File: src/rtl/lsu_axi_bridge_pkg.sv
// Shared definitions for the LSU-to-AXI4-Lite bridge: FSM encoding,
// AXI response codes and the fill pattern returned on a timed-out beat.
package lsu_axi_bridge_pkg;

  typedef enum logic [2:0] {
    ST_IDLE  = 3'd0,
    ST_WRITE = 3'd1,
    ST_WRESP = 3'd2,
    ST_READ  = 3'd3,
    ST_RDATA = 3'd4,
    ST_DONE  = 3'd5
  } state_e;

  localparam logic [1:0]  AXI_RESP_OKAY   = 2'b00;
  localparam logic [1:0]  AXI_RESP_EXOKAY = 2'b01;
  localparam logic [1:0]  AXI_RESP_SLVERR = 2'b10;
  localparam logic [1:0]  AXI_RESP_DECERR = 2'b11;

  localparam logic [31:0] TIMEOUT_FILL = 32'hDEADBEEF;

  // AXI4-Lite has no exclusive access, so anything but OKAY is reported as an error.
  function automatic logic resp_is_err(input logic [1:0] resp);
    return (resp != AXI_RESP_OKAY);
  endfunction

endpackage

File: src/rtl/lsu_axi_bridge_timeout_ctr.sv
// Saturating cycle counter that flags when an outstanding AXI beat has waited TIMEOUT cycles.
// TIMEOUT = 0 keeps expired_o low forever.
module axi_timeout_ctr #(
  parameter int unsigned TIMEOUT = 255
) (
  input  logic clk_i,
  input  logic rst_ni,
  input  logic clr_i,
  input  logic en_i,
  output logic expired_o
);

  localparam int unsigned CW = (TIMEOUT == 32'd0) ? 1 : $clog2(TIMEOUT + 32'd1);
  localparam logic [CW-1:0] LIMIT = CW'(TIMEOUT);

  logic [CW-1:0] cnt_q;
  logic [CW-1:0] cnt_d;

  assign expired_o = (TIMEOUT != 32'd0) && (cnt_q == LIMIT);

  // Next count: clear wins, then count up until the limit is reached.
  always_comb begin
    cnt_d = cnt_q;
    if (clr_i) begin
      cnt_d = '0;
    end else if (en_i && !expired_o) begin
      cnt_d = cnt_q + CW'(1);
    end else begin
      cnt_d = cnt_q;
    end
  end

  // Counter register with synchronous active-low reset.
  always_ff @(posedge clk_i) begin
    if (!rst_ni) begin
      cnt_q <= '0;
    end else begin
      cnt_q <= cnt_d;
    end
  end

endmodule

File: src/rtl/lsu_axi_bridge.sv
// Turns each LSU memory request into a single AXI4-Lite read or write transaction,
// one outstanding at a time, with a one-cycle completion pulse carrying data and error.
module lsu_axi_bridge
  import lsu_axi_bridge_pkg::*;
#(
  parameter int unsigned TIMEOUT = 255
) (
  input  logic        clock,
  input  logic        reset,
  input  logic        req_valid,
  input  logic [31:0] req_addr,
  input  logic [1:0]  req_size,
  input  logic        req_wen,
  input  logic [31:0] req_wdata,
  input  logic [3:0]  req_wmask,
  output logic        resp_valid,
  output logic [31:0] resp_rdata,
  output logic        resp_err,
  output logic        awvalid,
  input  logic        awready,
  output logic [31:0] awaddr,
  output logic [2:0]  awsize,
  output logic        wvalid,
  input  logic        wready,
  output logic [31:0] wdata,
  output logic [3:0]  wstrb,
  input  logic        bvalid,
  output logic        bready,
  input  logic [1:0]  bresp,
  output logic        arvalid,
  input  logic        arready,
  output logic [31:0] araddr,
  output logic [2:0]  arsize,
  input  logic        rvalid,
  output logic        rready,
  input  logic [31:0] rdata,
  input  logic [1:0]  rresp
);

  state_e      state_q, state_d;
  logic [31:0] addr_q, addr_d;
  logic [1:0]  size_q, size_d;
  logic [31:0] wdata_q, wdata_d;
  logic [3:0]  wmask_q, wmask_d;
  logic        awvalid_q, awvalid_d;
  logic        wvalid_q, wvalid_d;
  logic        bready_q, bready_d;
  logic        arvalid_q, arvalid_d;
  logic        rready_q, rready_d;
  logic        resp_valid_q, resp_valid_d;
  logic        resp_err_q, resp_err_d;
  logic [31:0] resp_rdata_q, resp_rdata_d;
  logic        armed_q, armed_d;
  logic        ctr_en_s;
  logic        ctr_clr_s;
  logic        tmo_expired_s;

  assign ctr_en_s  = (state_q == ST_WRITE) || (state_q == ST_WRESP) ||
                     (state_q == ST_READ)  || (state_q == ST_RDATA);
  assign ctr_clr_s = (state_q == ST_IDLE);

  axi_timeout_ctr #(.TIMEOUT(TIMEOUT)) u_timeout_ctr (
    .clk_i     (clock),
    .rst_ni    (reset),
    .clr_i     (ctr_clr_s),
    .en_i      (ctr_en_s),
    .expired_o (tmo_expired_s)
  );

  // Next-state, channel handshakes, capture and completion logic.
  always_comb begin
    state_d      = state_q;
    addr_d       = addr_q;
    size_d       = size_q;
    wdata_d      = wdata_q;
    wmask_d      = wmask_q;
    awvalid_d    = awvalid_q;
    wvalid_d     = wvalid_q;
    bready_d     = bready_q;
    arvalid_d    = arvalid_q;
    rready_d     = rready_q;
    resp_valid_d = 1'b0;
    resp_err_d   = 1'b0;
    resp_rdata_d = resp_rdata_q;
    armed_d      = armed_q;

    // Re-arm only once the LSU has withdrawn the previous request.
    if (!req_valid) begin
      armed_d = 1'b1;
    end else begin
      armed_d = armed_q;
    end

    case (state_q)
      ST_IDLE: begin
        if (req_valid && armed_q) begin
          addr_d  = req_addr;
          size_d  = req_size;
          wdata_d = req_wdata;
          wmask_d = req_wmask;
          if (req_wen) begin
            state_d   = ST_WRITE;
            awvalid_d = 1'b1;
            wvalid_d  = 1'b1;
          end else begin
            state_d   = ST_READ;
            arvalid_d = 1'b1;
          end
        end else begin
          state_d = ST_IDLE;
        end
      end
      ST_WRITE: begin
        if (awready) awvalid_d = 1'b0; else awvalid_d = awvalid_q;
        if (wready)  wvalid_d  = 1'b0; else wvalid_d  = wvalid_q;
        if (!awvalid_d && !wvalid_d) begin
          state_d  = ST_WRESP;
          bready_d = 1'b1;
        end else begin
          state_d  = ST_WRITE;
        end
      end
      ST_WRESP: begin
        if (bvalid) begin
          bready_d     = 1'b0;
          state_d      = ST_DONE;
          resp_valid_d = 1'b1;
          resp_err_d   = resp_is_err(bresp);
        end else begin
          state_d = ST_WRESP;
        end
      end
      ST_READ: begin
        if (arready) begin
          arvalid_d = 1'b0;
          rready_d  = 1'b1;
          state_d   = ST_RDATA;
        end else begin
          state_d = ST_READ;
        end
      end
      ST_RDATA: begin
        if (rvalid) begin
          rready_d     = 1'b0;
          state_d      = ST_DONE;
          resp_valid_d = 1'b1;
          resp_err_d   = resp_is_err(rresp);
          resp_rdata_d = rdata;
        end else begin
          state_d = ST_RDATA;
        end
      end
      ST_DONE: begin
        state_d = ST_IDLE;
        armed_d = 1'b0;
      end
      default: begin
        state_d   = ST_IDLE;
        awvalid_d = 1'b0;
        wvalid_d  = 1'b0;
        bready_d  = 1'b0;
        arvalid_d = 1'b0;
        rready_d  = 1'b0;
      end
    endcase

    // An expired beat is abandoned: a late B/R is ignored because ready is low.
    if (ctr_en_s && tmo_expired_s) begin
      awvalid_d    = 1'b0;
      wvalid_d     = 1'b0;
      bready_d     = 1'b0;
      arvalid_d    = 1'b0;
      rready_d     = 1'b0;
      state_d      = ST_DONE;
      resp_valid_d = 1'b1;
      resp_err_d   = 1'b1;
      resp_rdata_d = TIMEOUT_FILL;
    end else begin
      resp_rdata_d = resp_rdata_d;
    end
  end

  // State and output registers; reset abandons any outstanding beat.
  always_ff @(posedge clock) begin
    if (!reset) begin
      state_q      <= ST_IDLE;
      addr_q       <= 32'd0;
      size_q       <= 2'd0;
      wdata_q      <= 32'd0;
      wmask_q      <= 4'd0;
      awvalid_q    <= 1'b0;
      wvalid_q     <= 1'b0;
      bready_q     <= 1'b0;
      arvalid_q    <= 1'b0;
      rready_q     <= 1'b0;
      resp_valid_q <= 1'b0;
      resp_err_q   <= 1'b0;
      resp_rdata_q <= 32'd0;
      armed_q      <= 1'b1;
    end else begin
      state_q      <= state_d;
      addr_q       <= addr_d;
      size_q       <= size_d;
      wdata_q      <= wdata_d;
      wmask_q      <= wmask_d;
      awvalid_q    <= awvalid_d;
      wvalid_q     <= wvalid_d;
      bready_q     <= bready_d;
      arvalid_q    <= arvalid_d;
      rready_q     <= rready_d;
      resp_valid_q <= resp_valid_d;
      resp_err_q   <= resp_err_d;
      resp_rdata_q <= resp_rdata_d;
      armed_q      <= armed_d;
    end
  end

  assign resp_valid = resp_valid_q;
  assign resp_rdata = resp_rdata_q;
  assign resp_err   = resp_err_q;
  assign awvalid    = awvalid_q;
  assign awaddr     = addr_q;
  assign awsize     = {1'b0, size_q};
  assign wvalid     = wvalid_q;
  assign wdata      = wdata_q;
  assign wstrb      = wmask_q;
  assign bready     = bready_q;
  assign arvalid    = arvalid_q;
  assign araddr     = addr_q;
  assign arsize     = {1'b0, size_q};
  assign rready     = rready_q;

endmodule

File: config.mk
export PLATFORM = sky130hd
export DESIGN_NAME = lsu_axi_bridge
export DESIGN_NICKNAME = d
export VERILOG_FILES = /design/src/rtl/lsu_axi_bridge_pkg.sv /design/src/rtl/lsu_axi_bridge_timeout_ctr.sv /design/src/rtl/lsu_axi_bridge.sv
export SDC_FILE = /design/constraint.sdc
export NUM_CORES = 1
export LEC_CHECK = 0
export ABC_AREA = 1
export CELL_PAD_IN_SITES_DETAIL_PLACEMENT = 2
export CELL_PAD_IN_SITES_GLOBAL_PLACEMENT = 2
export CORE_ASPECT_RATIO = 1.5
export CORE_MARGIN = 1.5
export CORE_UTILIZATION = 22
export CTS_BUF_LIST = sky130_fd_sc_hd__clkbuf_8
export CTS_CLUSTER_SIZE = 25
export DETAILED_ROUTE_END_ITERATION = 10
export GPL_TIMING_DRIVEN = 0
export MAX_ROUTING_LAYER = met4
export PLACE_DENSITY_LB_ADDON = 0.1
export SLEW_MARGIN = 10
export SYNTH_ARGS = -nofsm -noshare
export SYNTH_HDL_FRONTEND = slang
export SYNTH_SLANG_ARGS = --single-unit
File: constraint.sdc
create_clock -name clock -period 1.9 [get_ports clock]
set_input_delay 0.38 -clock clock [delete_from_list [all_inputs] [get_ports clock]]
set_output_delay 0.38 -clock clock [all_outputs]
set_load 0.005 [all_outputs]
==> impl_metrics.tcl <==
set metrics [dict create \
    post-layout-total-power_mw 7.639 \
    final_common_cell "sky130_fd_sc_hd__clkdlybuf4s50_1" \
    h_tree_lvls 4 \
    detail_routed_via_count_per_cell 4.473 \
    ios 260 \
    final_min_period_over_clock_period_pct 95.67 \
    detailedPlace.worstSlack_ps -597.5 \
    crit_path_start_kind "flip-flop" \
    synth_area_leader_cell "sky130_fd_sc_hd__dfxtp_1" \
    numCtsBuffers 17 \
    post_synth_instance_area_um2 5139 \
    synthTopCellsByArea "sky130_fd_sc_hd__dfxtp_1 47%, sky130_fd_sc_hd__nand2_1 16%, sky130_fd_sc_hd__a21oi_1 8.5%, sky130_fd_sc_hd__buf_4 5.6%, sky130_fd_sc_hd__a31oi_2 4.9%" \
    top_usage_layer "met2" \
    layout-drive-gt1-share_pct 15.06 \
    seq_area_frac_synth_pct 47.14 \
    grt_first_pass_wirelength_um 32890 \
    core_area_um2 22970 \
    n_antenna_cell 0 \
    gp_congestion 0.7996 \
    routed_wl_um 21010 \
    cts_root_buffer "sky130_fd_sc_hd__clkbuf_8" \
    fin_nets 1047 \
    grt_antenna_before_repair 0 \
    worst_pin_slew_ps 764.8 \
    area.growth.synth_to_final_pct 64.23 \
    grt_usage_pct 18.19 \
    crit_arrival_ps 1440 \
    final.fill_count 2635 \
    vias 5471 \
    number_of_input_and_output_port_buffers_inserted 256 \
    clk_path_buf_depth 2 \
    syn_avg_cell_area_um2 7.833 \
    dieWidth_um 127.8 \
    worst_hold_path_type "input port to flip-flop" \
    grt_util_met3_pct 4.359 \
    irDropWorstVdd_uv 370.9 \
    routedWlPerCell_um 17.17 \
    cellPowerDensity_nw_per_um2 905.2 \
    rsz0062_at_grt "false" \
    setup_slack_ps 82.21 \
    drt_pass1_iterations 4 \
    drv_cap 0 \
    layout.cells.most_common_list "256 x sky130_fd_sc_hd__clkdlybuf4s50_1, 213 x sky130_fd_sc_hd__nand2_1, 103 x sky130_fd_sc_hd__dfxtp_1" \
    max_freq_ghz 0.5501 \
    cts_sinks 121 \
    design.die.area_um2 24300 \
    ant_nets 0 \
    worstPathRequired_ps 1520 \
    path_clk_slew_ps 80 \
    number_of_global_route_vias_before_repair 6016 \
    largest_net_degree_at_the_start_of_global_routing 17 \
    start_util_pct 22.37 \
    setup-violations-final 0 \
    dp.final_hpwl_um 17140 \
    timing.critical_path.fanout_max 3 \
    cts_tree "yes" \
    max-slew-margin-rel_pct 49.01 \
    synth_warnings 0 \
    synth_cell_types 30 \
    drtIter0Drc 137 \
    synth_top_cell_area_share_pct 47.14 \
    slew_violations 0 \
    netlist_instances 656 \
    worst_hold_margin_ps 416.5 \
    result_of_the_run "complete, no violations" \
    final_hold_viol_count 0 \
    setup.worst_path.end_class "primary output" \
    r2r_slack_ps 310 \
    finalClockSkew_ps 14.73 \
    timing.setup.critical_path_class "flip-flop to primary output" \
    groute.layer.met2.usage_pct 35.38 \
    use_met1_pct 17.45 \
    route.detailed.drc 0 \
    clk-insertion-delay-late_ps 450 \
    number_of_placement_rows 68 \
    fin_crit_ps 1818 \
    holdBufCountCts 0 \
    globalRouteOverflowTotal 0 \
    die_height_um 190.2 \
    ys_seq_elements 121 \
    power.static_leakage_nw 3.199 \
]
-- registers in the layout, summed over array words and instances (netlist names) --
register             count
rready                   1
resp_err                 1
armed_q                  1
araddr                  32
wdata                   32
bready                   1
resp_rdata              32
wvalid                   1
awvalid                  1
resp_valid               1
state_q                  3
u_timeout_ctr.cnt_q      8
arvalid                  1
size_q                   2
wstrb                    4
-- metrics by stage --
step                std cells  utilization, %  cell area, µm²  setup TNS, ps
global placement         1193           35.07            8055         -13730
detailed placement       1193           35.07            8055         -16490
global route             1223           36.74            8439              0
CTS                      1223           36.66            8422              0
finish                   1223           36.74            8439              0
floorplan                 657               -            5142              0
-- power by group --
| part | switching, mW | internal, mW | total (mW) |
|---|---|---|---|
| Combinational | 1.12 | 1.29 | 2.41 |
| Sequential | 0.204 | 2.82 | 3.03 |
| Clock | 1.04 | 1.16 | 2.20 |
-- final timing paths --
check | start | to | cells after the start
min | rvalid | resp_rdata[0] | 3
max | araddr[5] | awaddr[5] | 2
min reg2reg | resp_rdata[24] | resp_rdata[24] | 2
max reg2reg | u_timeout_ctr.cnt_q[0] | u_timeout_ctr.cnt_q[1] | 8
-- synthesized netlist by cell type --
cell type,number
sky130_fd_sc_hd__buf_6,12
sky130_fd_sc_hd__nand3_1,47
sky130_fd_sc_hd__clkbuf_1,13
sky130_fd_sc_hd__xnor2_1,2
sky130_fd_sc_hd__nand3_2,1
sky130_fd_sc_hd__o21ai_0,7
sky130_fd_sc_hd__o211ai_1,1
sky130_fd_sc_hd__nand2_4,1
sky130_fd_sc_hd__nand2_2,2
sky130_fd_sc_hd__o21ai_1,1
sky130_fd_sc_hd__a31oi_1,6
sky130_fd_sc_hd__nor2_2,2
sky130_fd_sc_hd__a31oi_2,20
sky130_fd_sc_hd__ha_1,1
sky130_fd_sc_hd__conb_1,1
sky130_fd_sc_hd__nor3_1,2
sky130_fd_sc_hd__clkinv_4,1
sky130_fd_sc_hd__xor2_1,2
sky130_fd_sc_hd__buf_4,38
sky130_fd_sc_hd__inv_1,24
sky130_fd_sc_hd__buf_2,14
sky130_fd_sc_hd__nor2_1,27
sky130_fd_sc_hd__inv_2,4
sky130_fd_sc_hd__a21oi_1,87
sky130_fd_sc_hd__clkinv_2,1
sky130_fd_sc_hd__dfxtp_1,121
sky130_fd_sc_hd__nand3b_1,1
sky130_fd_sc_hd__nand4_1,3
sky130_fd_sc_hd__nand2_1,213
sky130_fd_sc_hd__nand3_4,1
-- area by class of cell --
type | count | area [µm²] | share of cell area [%]
Inverter | 30 | 118.9 | 1.408
Tap cell | 280 | 350.3 | 4.151
Sequential cell | 121 | 2445 | 28.97
Clock inverter | 13 | 116.4 | 1.379
Timing Repair Buffer | 256 | 2562 | 30.36
Buffer | 76 | 536.8 | 6.360
Multi-Input combinational cell | 429 | 2062 | 24.43
Clock buffer | 18 | 247.7 | 2.936
-- layer usage --
metal / part of all wire (%) / vias to the layer above
li1: - / 2643
met1: 36 / 2651
met2: 58 / 161
met3: 4.6 / 16
met4: 1.1 / 0
met5: 0 / -
-- worst max-delay path: stages (launching register included) --
cell,delay (ps)
sky130_fd_sc_hd__dfxtp_1,370
sky130_fd_sc_hd__buf_4,120
sky130_fd_sc_hd__clkdlybuf4s50_1,510
-- cells by family (layout without fill, tap and decap cells) --
group,after synthesis,count (layout),synth area share (%)
AOI/OAI and AO/OA,122,122,15.00
xor gates and xnor gates,4,4,0.6819
adders and majority gates,1,1,0.2434
buffers and inverters,107,393,12.81
DFF,121,121,47.14
other,1,2,0.07298
and+or+nand+nor,300,300,24.06
-- repair_timing --
action	in CTS	in global routing
gates resized for setup	5	14
setup endpoints to repair	16	14
pin swaps	0	0
setup buffers	0	0
(Power assumes the default switching activity.)
